===== config.mk =====
export PLATFORM = sky130hd
export DESIGN_NAME = ysyx_25020051_ifetch_sram
export DESIGN_NICKNAME = d
export VERILOG_FILES = /design/src/rtl/ysyx_25020051_ifetch_sram.sv
export SDC_FILE = /design/constraint.sdc
export NUM_CORES = 1
export LEC_CHECK = 0
export BUFFER_PORTS_ARGS = -buffer_cell sky130_fd_sc_hd__buf_2
export CORE_UTILIZATION = 53
export DETAILED_ROUTE_END_ITERATION = 8
export PLACE_DENSITY_LB_ADDON = 0.1
export SYNTH_ARGS = -nofsm -noshare
export SYNTH_HDL_FRONTEND = slang
export SYNTH_SLANG_ARGS = --single-unit

===== constraint.sdc =====
create_clock -name clk -period 4.2 [get_ports clk]
set_input_delay 0 -clock clk [delete_from_list [all_inputs] [get_ports clk]]
set_output_delay 0 -clock clk [all_outputs]
set_load 0.02 [all_outputs]

===== src/rtl/ysyx_25020051_ifetch_sram.sv =====
// Single-outstanding instruction fetch port over a small preloadable word array with a fixed response latency.
// Optional address fault checking is enabled by defining YSYX_25020051_IFETCH_ERR_CHECK_EN.
module ysyx_25020051_ifetch_sram #(
  parameter int          DATA_WIDTH = 32,
  parameter int          DEPTH_LOG2 = 4,
  parameter int          LATENCY    = 2,
  parameter logic [31:0] BASE       = 32'h80000000
) (
  input  logic                  clk,
  input  logic                  rst,
  input  logic                  req_valid,
  output logic                  req_ready,
  input  logic [31:0]           req_addr,
  output logic                  rsp_valid,
  input  logic                  rsp_ready,
  output logic [DATA_WIDTH-1:0] rsp_data,
  output logic                  rsp_err,
  input  logic                  ld_en,
  input  logic [DEPTH_LOG2-1:0] ld_idx,
  input  logic [DATA_WIDTH-1:0] ld_data
);
  localparam int DEPTH = 1 << DEPTH_LOG2;

  typedef enum logic [1:0] {IDLE, WAIT, RESP} state_t;

  state_t                state_reg;
  logic [2:0]            cnt_reg;
  logic                  rsp_valid_reg;
  logic [DATA_WIDTH-1:0] data_reg;
  logic                  err_reg;

  logic [DATA_WIDTH-1:0] mem [0:DEPTH-1];

  logic [29:0]           word_off;
  logic [DEPTH_LOG2-1:0] idx;
  logic                  addr_err;

  assign word_off = req_addr[31:2] - BASE[31:2];
  assign idx      = word_off[DEPTH_LOG2-1:0];

`ifdef YSYX_25020051_IFETCH_ERR_CHECK_EN
  assign addr_err = (req_addr[1:0] != 2'b00) || (word_off[29:DEPTH_LOG2] != '0);
`else
  // Without checking, the low address bits and the out-of-range bits simply wrap away.
  logic unused_addr_bits;
  assign unused_addr_bits = ^{req_addr[1:0], word_off[29:DEPTH_LOG2]};
  assign addr_err = 1'b0;
`endif

  // Preload port; contents deliberately survive reset.
  always_ff @(posedge clk) begin
    if (ld_en) begin
      mem[ld_idx] <= ld_data;
    end
  end

  assign req_ready = (state_reg == IDLE);
  assign rsp_valid = rsp_valid_reg;
  assign rsp_data  = rsp_valid_reg ? data_reg : '0;
  assign rsp_err   = rsp_valid_reg ? err_reg : 1'b0;

  // The accept edge counts as the first of the LATENCY edges before rsp_valid is seen high.
  always_ff @(posedge clk or posedge rst) begin
    if (rst) begin
      state_reg     <= IDLE;
      cnt_reg       <= 3'd0;
      rsp_valid_reg <= 1'b0;
      data_reg      <= '0;
      err_reg       <= 1'b0;
    end else begin
      case (state_reg)
        IDLE: begin
          if (req_valid) begin
            data_reg <= addr_err ? '0 : mem[idx];
            err_reg  <= addr_err;
            if (LATENCY == 1) begin
              state_reg     <= RESP;
              rsp_valid_reg <= 1'b1;
            end else begin
              state_reg <= WAIT;
              cnt_reg   <= 3'(LATENCY - 1);
            end
          end
        end
        WAIT: begin
          if (cnt_reg == 3'd1) begin
            state_reg     <= RESP;
            rsp_valid_reg <= 1'b1;
            cnt_reg       <= 3'd0;
          end else begin
            cnt_reg <= cnt_reg - 3'd1;
          end
        end
        RESP: begin
          if (rsp_ready) begin
            state_reg     <= IDLE;
            rsp_valid_reg <= 1'b0;
            data_reg      <= '0;
            err_reg       <= 1'b0;
          end
        end
        default: begin
          state_reg     <= IDLE;
          rsp_valid_reg <= 1'b0;
        end
      endcase
    end
  end
endmodule


==> qor.json <==
{
  "outcome": "complete, no violations",
  "synthesis.yosys.warnings": 0,
  "post_cts_resized": 0,
  "drt_wl_total_mm": 46.3,
  "post-route-worst-setup-slack_ns": 1.76,
  "placement.io_buffers": 78,
  "design.die.area_um2": 40700,
  "synth_edf_count": 512,
  "antenna_found_initial": 0,
  "synth-seq-cells": 550,
  "dr.pass1.iters": 5,
  "timing.slew.headroom_pct": 25.2,
  "netlist-cell-type-count": 31,
  "worst_ep_arrival_time_ns": 2.44,
  "area_growth_pct": 15.3,
  "synth-main-ff-cell": "edfxtp_1",
  "worstHoldPathCells": 5,
  "worst_setup_path_start_kind": "flip-flop",
  "cpPeakStageDelay_ns": 0.95,
  "postCtsHoldBufs": 40,
  "largest_reg_flops": 512,
  "p_per_area_nw_per_um2": 510,
  "setup_viol": 0,
  "period_minus_slack_ns": 2.44,
  "hold_class": "in -> reg",
  "synthMostInstantiatedCell": "edfxtp_1",
  "cts.sinks": 550,
  "crit_family": "flip-flops",
  "crit_path_end_kind": "output port",
  "crit_path_start": "rsp_valid",
  "first_global_vias": 10500,
  "mappedNetlistArea_um2": 21100,
  "ant_nets": 0,
  "slowest_stage_cell_on_the_critical_path": "dfrtp_1",
  "yosysSeqAreaShare_pct": 77.2,
  "rows": 72,
  "worstSetupPathType": "reg -> out",
  "first_iter_violations": 903,
  "gpl.final_weighted_congestion": 0.714,
  "timing.clock.skew_ns": 0.0174,
  "synth_top_area_share_pct": 72.7,
  "post-layout-total-power_mw": 12.4,
  "post-place-ws_ns": 1.92,
  "timing.rr.start": "state_reg[1]",
  "die-height_um": 202,
  "floorplan.initialDensity_pct": 54.2,
  "root_buffer": "clkbuf_16",
  "clock_latency_ns": 0.59,
  "grt-ovfl-total": 0,
  "p_leak_nw": 8.24,
  "fraction_of_layout_cells_with_a_size_suffix_above_1_pct": 27.4,
  "cts.htree.levels": 2,
  "routed-via-count": 10300,
  "timing.critical_path.cells": "buf_4 > and2_1 > buf_2",
  "final_nets": 1237,
  "num_io_pins": 108,
  "detail_route.drc_violations": 0,
  "timing.critical_path.buf_inv": 2,
  "detail_route.wl_per_cell_um": 26.9,
  "grt_setup_unrepaired": "no",
  "clk_transition_reported_paths_ns": 0.06,
  "vias_per_cell": 5.95,
  "yosys-top-cells-area": "edfxtp_1, mux4_2, dfrtp_1",
  "ant_cells": 0,
  "grt_use_total_pct": 23.4,
  "finalMaxSlewViolations": 0,
  "yosys-top-cells-count": "edfxtp_1, mux4_2, a22oi_1, mux2i_1, dfrtp_1",
  "final.setup.tns_ns": 0,
  "postSynth.asyncResetShare_pct": 6.91,
  "width_of_the_die_um": 202,
  "tightestPinTransition_ns": 1.12,
  "core_um2": 39000,
  "fmax_mhz": 410,
  "hpwlAfterDp_mm": 24.0,
  "netlist.top_cell.by_area": "edfxtp_1",
  "global_route_wire_length_before_repair_mm": 68.0,
  "drv_cap": 0,
  "timing.final.hold_violations": 0,
  "syn_area_per_cell_um2": 20.8,
  "cp_max_fo": 19,
  "maximum_vdd_ir_drop_uv": 386,
  "rr_worst_depth": 5,
  "cts_post_setup_buffers_inserted": 0,
  "cts_tree": "built",
  "hold_start": "req_addr[5]",
  "tritoncts_buffers": 54,
  "max-clock-path-buffers": 3,
  "worstPathRequired_ns": 4.20,
  "postSynthCellCount": 1016,
  "timing.critical_path.depth": 3,
  "syn_nets": 1091,
  "final_min_period_over_clock_period_pct": 58.1,
  "postLayoutCoreUtil_pct": 62.5,
  "pin_count_of_the_biggest_net_entering_global_routing": 75
}
[area by class of cell]
| type | count | area, um^2 |
|---|---|---|
| sequential | 550 | 16300 |
| fill | 2781 | 14600 |
| multi-input combinational | 403 | 4620 |
| clock buffer | 80 | 1520 |
| timing repair buffer | 148 | 1090 |
| tap | 518 | 648 |
| clock inverter | 21 | 155 |
| inverter | 5 | 18.8 |
[layer usage]
metal  share of wire (%)  GRT usage (%)
met3                 5.1           3.34
met1                  43           33.2
met2                  50           38.6
met4                 1.7           6.14
met5                   0              0
[metrics by stage]
| step | cells | cell area (um^2) | hold WS [ns] |
|---|---|---|---|
| 2_1_floorplan | 1016 | 21100 | 0.0983 |
| 3_3_place_gp | 1584 | 22300 | 0.0554 |
| 3_5_place_dp | 1584 | 22300 | 0.0484 |
| 4_1_cts | 1725 | 24400 | 0.115 |
| 5_1_grt | 1725 | 24400 | 0.141 |
| 6_report | 1725 | 24400 | 0.121 |
[logic make-up after synthesis]
logic type	count (synthesis)	synth area share (%)
AO/OA/AOI/OAI	106	3.69
adder cells (fa/ha/maj)	2	0.118
buffers and inverters	63	1.54
flip-flops	550	77.2
multiplexers	192	15.0
other	1	0.0177
AND/OR/NAND/NOR	102	2.43
[report_power, final]
part | switching (mW) | leakage (nW) | total (mW) | internal [mW]
registers | 0.164 | 5.10 | 6.43 | 6.26
logic | 0.883 | 2.32 | 1.44 | 0.561
clock network | 1.94 | 0.819 | 4.57 | 2.62
[placed cells by master (no fill, tap or decap), types with 2 or more instances in the layout]
master / synthesis / routed
mux2i_1: 64 / 64
clkbuf_16: 0 / 55
edfxtp_1: 512 / 512
nand2_1: 37 / 37
clkinv_2: 0 / 8
inv_6: 0 / 2
bufinv_16: 0 / 2
mux2_2: 32 / 32
a22oi_1: 64 / 64
nor3_2: 0 / 5
buf_2: 8 / 75
clkinv_1: 0 / 8
buf_4: 11 / 27
buf_12: 0 / 5
clkbuf_1: 34 / 20
nor2_4: 0 / 12
nand3b_1: 2 / 2
inv_1: 5 / 4
nor2b_1: 3 / 2
mux4_2: 96 / 96
and2_1: 33 / 32
dlygate4sd3_1: 0 / 40
o211ai_1: 32 / 32
ha_1: 2 / 2
o21ai_0: 2 / 2
nand2b_1: 5 / 5
clkbuf_8: 0 / 5
dfrtp_1: 38 / 38
a21oi_1: 4 / 4
[tightest hold or removal path, delay by kind of cell]
kind | cells | cell delay (ns)
AND/OR/NAND/NOR | 2 | 0.10
buffers and inverters | 2 | 0.40
AO/OA/AOI/OAI | 1 | 0.16
[path summary, 6_finish.rpt]
kind / endpoint / slack (ns)
max: rsp_data[14] / 1.76
min: data_reg[2] / 0.12
max reg2reg: data_reg[9] / 2.27
min reg2reg: cnt_reg[1] / 0.49
max in group asynchronous: data_reg[11] / 2.76
min in group asynchronous: data_reg[24] / 0.54
No activity file was read; power rests on OpenSTA's default activity.
